$ cat src/rtl/uart_bank_ext_pkg.sv
// Shared UART register-bank definitions: register address map, interrupt
// bit positions, read FSM states and the reset baud divisor.
package uart_bank_ext_pkg;

  typedef enum logic [3:0] {
    A_TXDATA = 4'd0,
    A_RXDATA = 4'd1,
    A_TXCTRL = 4'd2,
    A_RXCTRL = 4'd3,
    A_IE     = 4'd4,
    A_IP     = 4'd5,
    A_DIV    = 4'd6,
    A_LCR    = 4'd7,
    A_ERR    = 4'd8,
    A_RXTO   = 4'd9
  } addr_e;

  localparam int IP_TXWM = 0;
  localparam int IP_RXWM = 1;
  localparam int IP_ERR  = 2;
  localparam int IP_TO   = 3;

  localparam int unsigned BAUD = 115200;

  typedef enum logic [1:0] {S_IDLE, S_POP, S_LATCH, S_RESP} rd_state_e;

  // CLOCK_FREQ_HZ/115200 - 1 with the quotient rounded to nearest, so a
  // 10 MHz clock (86.8 clocks per bit) yields 86 rather than truncating to 85.
  function automatic logic [15:0] div_init(input int unsigned freq);
    return 16'((freq + BAUD / 2) / BAUD - 1);
  endfunction

endpackage

$ cat src/rtl/uart_rx_timeout.sv
// RX idle timeout. baud_tick is prescaled by 10 (one character time) and
// counted in a saturating 8-bit counter; the flag is raised once the count
// reaches rxto (rxto = 0 disables) and is held until flag_clr.
// Ports: clock/reset, baud_tick, clear (restart count), flag_clr,
//        rxto threshold in characters, flag out.
module uart_rx_timeout (
  input  logic       clock,
  input  logic       reset,
  input  logic       baud_tick,
  input  logic       clear,
  input  logic       flag_clr,
  input  logic [7:0] rxto,
  output logic       flag
);

  logic [3:0] pre;
  logic [7:0] cnt;

  always_ff @(posedge clock or negedge reset) begin
    if (!reset) begin
      pre  <= '0;
      cnt  <= '0;
      flag <= 1'b0;
    end else begin
      if (clear) begin
        pre <= '0;
        cnt <= '0;
      end else if (baud_tick) begin
        if (pre == 4'd9) begin
          pre <= '0;
          if (cnt != 8'hFF) cnt <= cnt + 8'd1;
        end else begin
          pre <= pre + 4'd1;
        end
      end
      // clear beats set so a pop never re-arms off the stale count
      if (flag_clr)                        flag <= 1'b0;
      else if (rxto != '0 && cnt >= rxto)  flag <= 1'b1;
    end
  end

endmodule

$ cat src/rtl/uart_bank_ext.sv
// UART control/status register bank sitting between a simple register bus
// and the UART PHY/FIFOs. Reads go through a small FSM so RXDATA reads can
// pop the RX FIFO and wait for its data; other reads answer next cycle.
// Ports: bus (addr, wr_data, wr_en, rd_en, rd_data, rd_valid), interrupt,
//        control outputs (txen, nstop, txcnt, rxen, rxcnt, div, lcr),
//        TX FIFO push side, RX FIFO pop side and status, PHY error/tick.
module uart_bank_ext
  import uart_bank_ext_pkg::*;
#(
  parameter  int FIFO_DEPTH    = 8,
  parameter  int CLOCK_FREQ_HZ = 10000000,
  parameter  int DATA_WIDTH    = 8,
  localparam int CW            = $clog2(FIFO_DEPTH),
  localparam int DW            = DATA_WIDTH
) (
  input  logic          clock,
  input  logic          reset,
  input  logic [3:0]    addr,
  input  logic [31:0]   wr_data,
  input  logic          wr_en,
  input  logic          rd_en,
  output logic [31:0]   rd_data,
  output logic          rd_valid,
  output logic          interrupt,
  output logic          txen,
  output logic          nstop,
  output logic [CW-1:0] txcnt,
  output logic          rxen,
  output logic [CW-1:0] rxcnt,
  output logic [15:0]   div,
  output logic [1:0]    lcr,
  output logic          tx_fifo_wr_en,
  output logic [DW-1:0] tx_fifo_wr_data,
  input  logic          tx_fifo_full,
  input  logic          tx_fifo_less_than_watermark,
  output logic          rx_fifo_rd_en,
  input  logic [DW-1:0] rx_fifo_rd_data,
  input  logic          rx_fifo_empty,
  input  logic          rx_fifo_full,
  input  logic          rx_fifo_greater_than_watermark,
  input  logic          rx_fifo_wr_en,
  input  logic [1:0]    rx_err,
  input  logic          baud_tick
);

  rd_state_e     state, state_n;
  logic          wr_acc, rd_acc;
  logic [3:0]    ie, ip;
  logic [2:0]    err, err_set, err_clr;
  logic [7:0]    rxto;
  logic [DW-1:0] rx_data;
  logic [31:0]   rd_q, rd_mux;
  logic          to_flag;
  logic          unused_wr;

  assign unused_wr = ^wr_data;

  // bus is only accepted in IDLE; a write wins over a simultaneous read
  assign wr_acc = wr_en && (state == S_IDLE);
  assign rd_acc = rd_en && !wr_en && (state == S_IDLE);

  assign ip[IP_TXWM] = tx_fifo_less_than_watermark;
  assign ip[IP_RXWM] = rx_fifo_greater_than_watermark;
  assign ip[IP_ERR]  = |err;
  assign ip[IP_TO]   = to_flag;

  assign err_set = {rx_fifo_wr_en & rx_fifo_full, rx_err[1], rx_err[0]};
  assign err_clr = (wr_acc && addr == A_ERR) ? wr_data[2:0] : 3'b0;
  assign rd_data = rd_q;

  always_comb begin
    rd_mux = '0;
    case (addr)
      A_TXDATA: rd_mux[31] = tx_fifo_full;
      A_RXDATA: begin
        // only reached for the empty case; the pop path reloads rd_q in LATCH
        rd_mux[31]     = rx_fifo_empty;
        rd_mux[DW-1:0] = rx_data;
      end
      A_TXCTRL: begin
        rd_mux[0]       = txen;
        rd_mux[1]       = nstop;
        rd_mux[16 +: CW] = txcnt;
      end
      A_RXCTRL: begin
        rd_mux[0]        = rxen;
        rd_mux[16 +: CW] = rxcnt;
      end
      A_IE:    rd_mux[3:0]  = ie;
      A_IP:    rd_mux[3:0]  = ip;
      A_DIV:   rd_mux[15:0] = div;
      A_LCR:   rd_mux[1:0]  = lcr;
      A_ERR:   rd_mux[2:0]  = err;
      A_RXTO:  rd_mux[7:0]  = rxto;
      default: rd_mux = '0;
    endcase
  end

  always_ff @(posedge clock or negedge reset) begin
    if (!reset) state <= S_IDLE;
    else        state <= state_n;
  end

  always_comb begin
    state_n       = state;
    rx_fifo_rd_en = 1'b0;
    rd_valid      = 1'b0;
    case (state)
      S_IDLE:  if (rd_acc) state_n = (addr == A_RXDATA && !rx_fifo_empty) ? S_POP : S_RESP;
      S_POP:   begin rx_fifo_rd_en = 1'b1; state_n = S_LATCH; end
      S_LATCH: state_n = S_RESP;
      S_RESP:  begin rd_valid = 1'b1; state_n = S_IDLE; end
      default: state_n = S_IDLE;
    endcase
  end

  always_ff @(posedge clock or negedge reset) begin
    if (!reset) begin
      rd_q            <= '0;
      rx_data         <= '0;
      tx_fifo_wr_en   <= 1'b0;
      tx_fifo_wr_data <= '0;
      txen            <= 1'b0;
      nstop           <= 1'b0;
      txcnt           <= '0;
      rxen            <= 1'b0;
      rxcnt           <= '0;
      ie              <= '0;
      div             <= div_init(CLOCK_FREQ_HZ);
      lcr             <= '0;
      err             <= '0;
      rxto            <= '0;
      interrupt       <= 1'b0;
    end else begin
      interrupt     <= |(ip & ie);
      err           <= (err & ~err_clr) | err_set;
      tx_fifo_wr_en <= wr_acc && addr == A_TXDATA && !tx_fifo_full;

      if (rd_acc) begin
        rd_q <= rd_mux;
      end else if (state == S_LATCH) begin
        rd_q    <= 32'(rx_fifo_rd_data);
        rx_data <= rx_fifo_rd_data;
      end

      if (wr_acc) begin
        case (addr)
          A_TXDATA: if (!tx_fifo_full) tx_fifo_wr_data <= wr_data[DW-1:0];
          A_TXCTRL: begin
            txen  <= wr_data[0];
            nstop <= wr_data[1];
            txcnt <= wr_data[16 +: CW];
          end
          A_RXCTRL: begin
            rxen  <= wr_data[0];
            rxcnt <= wr_data[16 +: CW];
          end
          A_IE:    ie   <= wr_data[3:0];
          A_DIV:   div  <= wr_data[15:0];
          A_LCR:   lcr  <= wr_data[1:0];
          A_RXTO:  rxto <= wr_data[7:0];
          default: ;
        endcase
      end
    end
  end

  uart_rx_timeout u_timeout (
    .clock     (clock),
    .reset     (reset),
    .baud_tick (baud_tick),
    .clear     (rx_fifo_wr_en | rx_fifo_rd_en | rx_fifo_empty),
    .flag_clr  (rx_fifo_rd_en | rx_fifo_empty),
    .rxto      (rxto),
    .flag      (to_flag)
  );

endmodule
$ cat config.mk
export PLATFORM = sky130hd
export DESIGN_NAME = uart_bank_ext
export DESIGN_NICKNAME = d
export VERILOG_FILES = /design/src/rtl/uart_bank_ext_pkg.sv /design/src/rtl/uart_rx_timeout.sv /design/src/rtl/uart_bank_ext.sv
export SDC_FILE = /design/constraint.sdc
export NUM_CORES = 1
export LEC_CHECK = 0
export ABC_AREA = 1
export ABC_CLOCK_PERIOD_IN_PS = 2900
export CAP_MARGIN = 5
export CORE_MARGIN = 3
export CORE_UTILIZATION = 52
export DETAILED_ROUTE_END_ITERATION = 10
export PLACE_DENSITY = 0.87
export SYNTH_ARGS = -nofsm -noshare
export SYNTH_HDL_FRONTEND = slang
export SYNTH_SLANG_ARGS = --single-unit
$ cat constraint.sdc
create_clock -name clock -period 2.9 [get_ports clock]
set_input_delay 0.58 -clock clock [delete_from_list [all_inputs] [get_ports clock]]
set_output_delay 0.58 -clock clock [all_outputs]
set_load 0.05 [all_outputs]
* After elaboration in Yosys (flattened, before gate mapping)
Index checks and enable logic that the tools add are counted.
** Storage, ports and cells
- Word-level logic and storage cells :: 102
- Register bits :: 107
** Operators by class
- Reduce and logical (&&, ||, !) cells :: 30
- Magnitude comparators :: 1
- Bitwise operators :: 10
- Equality and inequality tests :: 15
- Muxes and demuxes :: 25
- $add $sub $neg :: 2
** Operator list (count)
- $mux 32 :: 2
- $mux 8 :: 5
- $eq 4x3->1 const B :: 4
- $reduce_and 2->1 :: 7
- $eq 4x4->1 const B :: 3
- $mux 4 :: 3
- $pmux 4 s3 :: 1
- $reduce_bool 2->1 :: 5
- $pmux 1 s9 :: 1
- $add 8x1->8 const B :: 1
- $eq 4x2->1 const B :: 2
- $ge 8x8->1 :: 1
- $logic_and 1x1->1 :: 8
- $ne 8x8->1 const B :: 1
- $pmux 1 s8 :: 1
- $pmux 2 s4 :: 1
- $reduce_bool 8->1 :: 1
- $pmux 1 s6 :: 1
- $pmux 3 s2 :: 1
- $reduce_and 3->1 :: 2
- $pmux 1 s5 :: 1
- $add 4x1->4 const B :: 1
- $and 4x4->4 :: 1
- $eq 2x2->1 const B :: 2
- 18 further kinds :: 27

* Longest topological paths before layout
Gate-level depths: netlist of run 1.
- Depth after elaboration :: 7
- Gate-level depth with buffers :: 11
- Depth with buffers taken out :: 11

* By module
Synthesis of run 1 repeated with hierarchy kept, for this count alone.
** Second synthesis, totals
- Cells, all modules :: 589
- Area total of the unflattened synthesis :: 4780.8 µm²
** Modules (own cells, without submodules)
- uart_bank_ext :: times used 1, sequential area each 2057.0 µm², area each 3839.9 µm², cells an instance 464
- uart_rx_timeout :: times used 1, sequential area each 325.3 µm², area each 940.9 µm², cells an instance 125

* Worst setup path after synthesis of run 1
OpenSTA, ideal clock, no wires.
- Path kind :: register to register
- From :: register state[1]
- To :: register u_timeout.cnt[0]
- Data required time :: 2817 ps
- Buffers on the path :: 0
- Cell stages (with the launch flop) :: 11
- Data arrival time :: 1797 ps
- Library setup time :: 83 ps
- Slack :: 1021 ps
- Period minus slack after synthesis :: 1879 ps
- Cell sequence :: dfrtp_1 -> inv_1 -> ha_1 -> nor2_1 -> nand2_1 -> inv_2 -> o21ai_2 -> inv_2 -> nor2_2 -> nand3_1 -> o21ai_0
** Between the ends
- Cells in the longest elaborated chain, start to end :: 6
- Elaborated cells between the ends (all ways) :: 9
- Classes of those cells :: eq/ne: 1; mux: 2; bitwise: 2; reduce/logical: 4
** RTL lines
- start, declared :: line uart_bank_ext.sv:46 : rd_state_e state, state_n;
- start signal, assigned :: line uart_bank_ext.sv:101 : else state <= state_n;
- $eq 2x1->1 (*) :: line uart_bank_ext.sv:108 : case (state)
- $mux 1 (*) :: line uart_bank_ext.sv:108
- named net rx_fifo_rd_en :: line uart_bank_ext.sv:36 : output logic rx_fifo_rd_en,
- $or 1x1->1 (*) (2 in series) :: line uart_bank_ext.sv:172 : .clear (rx_fifo_wr_en | rx_fifo_rd_en | rx_fifo_empty),
- $reduce_bool 2->1 (no source line)
- $reduce_and 3->1 (no source line)
- end signal, assigned :: line uart_rx_timeout.sv:31 : if (cnt != 8'hFF) cnt <= cnt + 8'd1;
- end, declared :: line uart_rx_timeout.sv:17 : logic [7:0] cnt;
Mark *: on every way through the listed nets, which the timed path passes. The rest lies on a longest branch.
A chain may end at the register's enable or synchronous reset.

* Final worst setup path of run 1
- From :: register state[1]
- To :: output port rx_fifo_rd_en
** Between the ends
- Cells in the longest elaborated chain, start to end :: 2
** RTL lines (line)
- $eq 2x1->1 :: uart_bank_ext.sv:108
- $mux 1 :: uart_bank_ext.sv:108
- end, declared :: uart_bank_ext.sv:36
No other way between the ends.

==> metrics.md, run 1 <==
| Metric | Value |
|---|---|
| Total track usage | 0.2455 |
| Worst-Margin Slew | 658.7 ps |
| Pre-antenna DRT Iters | 5 |
| Layout cell share with drive strength beyond 1 | 0.06755 |
| Post_cts resized | 0 |
| Global-route wire length before repair | 19970 µm |
| Root buffer cell | clkbuf_8 |
| Worst Hold Class | primary input to async pin |
| Status | completed |
| Post-route DRC | 0 |
| Clock skew | 15.74 ps |
| Total grt overflow | 0 |
| Antenna viol nets, final | 0 |
| Fin. max-slew vios | 0 |
| First DRT Iteration DRCs | 289 |
| Post-synth EDFFs | 0 |
| Initial core utilization | 0.5394 |
| # Max-Cap Violations | 0 |
| Top FF cell, synth | dfrtp_1 |
| RSZ-0062 raised after global routing | false |
| Post-synthesis register bit count | 95 |
| Flop2flop setup slack | 930 ps |
| Fraction of registers with async set/reset | 1.000 |
| DRT Wirelength | 12030 µm |
| Fin Setup TNS | 0 ps |
| Routed len/inst | 15.24 µm |
| Pwr/cell area | 946.0 nW/µm² |
| Post-DR vias/cell | 5.342 |
| Final setup fails | 0 |
| WP data arrival | 2030 ps |
| Endpoints failing hold | 0 |
| Dpl ws | 591.2 ps |
| Crit-path cells | inv_1, ha_1, clkdlybuf4s50_1 |
| Setup crit end kind | output pin |
| Synth Instances | 570 |
| Design Power | 5.663 mW |
| Cell Rows | 34 |
| # IOs | 128 |
| Crit path max fanout | 4 |
| Worst hold slack | 229.1 ps |
| Post-CTS Setup Bufs | 0 |
| Buf/Inv on CP | 2 |
| PnR worst setup slack | 294.3 ps |
| Seq/Total Area, Yosys | 0.5040 |
| Peak supply drop | 0.5111 mV |
| Die span in y | 101.3 µm |
| Initial antenna violation count | 0 |
| Htree depth | 3 |
| Total leakage power | 2.884 nW |
| Crit path max-delay cell type | clkdlybuf4s50_1 |
| P&R area growth vs syn | 26.63% |
| CTS Buf Count | 9 |
| Worst setup path class | register to output pin |
| Crit path to | rx_fifo_rd_en |
| Total core area | 8763 µm² |
| Req. time, crit path | 2320 ps |
| Nets | 749 |
| Vias in the first global route | 4151 |
| Routability cong. | 0.9585 |
| CTS Buffer Depth | 2 |
| CP delay by family, top | buffers and inverters |
| Worst-Skew Late Latency | 370 ps |
| Worst Setup Start Kind | register |
| Reg-to-Reg Start | state[1] |
| Warnings, synthesis | 0 |
| CP Depth | 3 |
| Synth Cell Area | 4727 µm² |
| Reg2Reg Depth | 10 |
| Final instance area | 5986 µm² |
| Via count | 4215 |
| Mapped Avg Cell Area | 8.293 µm² |
| CTS tree | yes |
| Ant. Diodes | 0 |
| Largest net degree at the start of global routing | 53 |
| Full die area | 10270 µm² |
| Slew Limit Headroom | 0.5608 |
| Library cells used by synthesis | 44 |
| Peak Freq | 0.3838 GHz |
| Post-DP Area | 5808 µm² |
| CP startpoint | state[1] |
| Slowest stage delay, CP | 840 ps |
| IO buf count | 102 |
| Final Cycle Share | 0.8985 |
| Clock sink count | 95 |
| Die Wd | 101.3 µm |
| R2R Path End | u_timeout.cnt[6] |
| Worst-path clk slew | 100 ps |
| HPWL Detailed | 9026 µm |
| Cts hold-fix bufs | 0 |
| Minimum clock period | 2606 ps |
-- cell usage after synthesis, drive strengths merged, types with 2 or more instances --
cell type  count  area share
xor2           3      0.0056
o21ai         70       0.075
nand2        167        0.14
clkinv         2      0.0019
a32o           3      0.0064
nand3         36       0.038
dfstp          4       0.022
nor2          41       0.036
ha            16       0.042
o211ai         2      0.0032
and3           2      0.0026
buf           18       0.031
nor4           3      0.0071
a21oi         24       0.029
clkbuf         5      0.0040
dfrtp         91        0.48
nor3           5      0.0064
inv           66       0.053
-- flip-flops by register name, summed over array words and instances, names as in the netlist --
| name | cells |
|---|---|
| div | 16 |
| tx_fifo_wr_en | 1 |
| state | 2 |
| lcr | 2 |
| rd_data | 20 |
| u_timeout.flag | 1 |
| u_timeout.cnt | 8 |
| txen | 1 |
| rxen | 1 |
| rxcnt | 3 |
| txcnt | 3 |
| tx_fifo_wr_data | 8 |
| rxto | 8 |
| nstop | 1 |
| u_timeout.pre | 4 |
| interrupt | 1 |
| err | 3 |
| ie | 4 |
| rx_data | 8 |
-- per-layer routing --
layer / vias to the layer above / track usage / share of wire
met5: - / 0 / 0
met4: 0 / 0.08793 / 0.016
met3: 22 / 0.03099 / 0.054
met2: 167 / 0.3989 / 0.50
met1: 2007 / 0.3405 / 0.43
li1: 2019 / - / -
-- logic make-up after synthesis --
group	share of synthesized area
buffers and inverters	0.08999
AO/OA/AOI/OAI	0.1241
other	0.0007933
multiplexers	0.002118
flip-flops	0.5040
AND/OR/NAND/NOR	0.2311
adder cells (fa/ha/maj)	0.04235
XOR/XNOR	0.005560
-- stage by stage --
step | util | std cells
global route | 0.6830 | 789
finish | 0.6830 | 789
CTS | 0.6830 | 789
detailed placement | 0.6628 | 773
floorplan | - | 581
global placement | 0.6628 | 773
-- cells in the final DEF, fill, tap and decap left out, types with 2 or more instances in the layout --
master	netlist	routed
inv_1	61	61
xor2_1	3	3
nand2_1	163	163
dfstp_2	4	4
clkinvlp_4	0	2
o21ai_1	13	13
dfrtp_1	91	91
a32o_1	3	3
o21ai_0	56	56
nor2_2	3	3
conb_1	1	12
clkinv_4	0	2
nand2_4	2	2
nand3_1	36	36
a21oi_2	4	4
ha_1	16	16
nor2_1	37	37
a21oi_1	20	20
clkbuf_8	0	10
nor3_1	4	4
o211ai_1	2	2
clkbuf_1	5	2
nand2_2	2	2
nor4_1	2	2
clkdlybuf4s50_1	0	101
inv_2	4	4
and3_1	2	2
buf_4	12	5
-- report_power, final --
part / total, mW / switching, mW / internal (mW)
Clock: 0.819 / 0.480 / 0.339
Sequential: 2.07 / 0.307 / 1.76
Combinational: 2.78 / 1.87 / 0.902
Total: 5.66 / 2.66 / 3.00
-- worst min-delay path by stage --
stage | endpoint | slack [ps] | cells past startpoint
floorplan | div[0] | 280 | 0
global placement | rx_data[3] | 460 | 2
detailed placement | rx_data[5] | 460 | 2
CTS | div[13] | 250 | 1
global route | rd_data[15] | 280 | 1
finish | rd_data[15] | 230 | 1
-- final cells by class --
class	count	area, µm²
clock buffer	12	145.1
sequential	95	2382
tap	108	135.1
clock inverter	4	32.53
timing repair buffer	107	1069
fill	689	2778
multi-input combinational	395	1961
inverter	68	261.5
No activity file was read; power rests on OpenSTA's default activity.
==> run 2: changes to the inputs <==
--- a/config.mk
+++ b/config.mk
@@ -7,9 +7,9 @@
 export LEC_CHECK = 0
 export ABC_AREA = 1
 export ABC_CLOCK_PERIOD_IN_PS = 2900
-export CAP_MARGIN = 5
 export CORE_MARGIN = 3
 export CORE_UTILIZATION = 52
+export CTS_CLUSTER_SIZE = 10
 export DETAILED_ROUTE_END_ITERATION = 10
 export PLACE_DENSITY = 0.87
 export SYNTH_ARGS = -nofsm -noshare
==> results of run 2 <==
Same layout as run 1: the final DEF is identical, and so are final timing and power.
==> run 3: changes to the inputs <==
--- a/config.mk
+++ b/config.mk
@@ -9,9 +9,11 @@
 export ABC_CLOCK_PERIOD_IN_PS = 2900
 export CORE_MARGIN = 3
 export CORE_UTILIZATION = 52
+export CTS_CLUSTER_DIAMETER = 60
 export CTS_CLUSTER_SIZE = 10
 export DETAILED_ROUTE_END_ITERATION = 10
 export PLACE_DENSITY = 0.87
+export SETUP_SLACK_MARGIN = 0.1
 export SYNTH_ARGS = -nofsm -noshare
 export SYNTH_HDL_FRONTEND = slang
 export SYNTH_SLANG_ARGS = --single-unit
==> results of run 3 <==
Same layout as run 1: the final DEF is identical, and so are final timing and power.
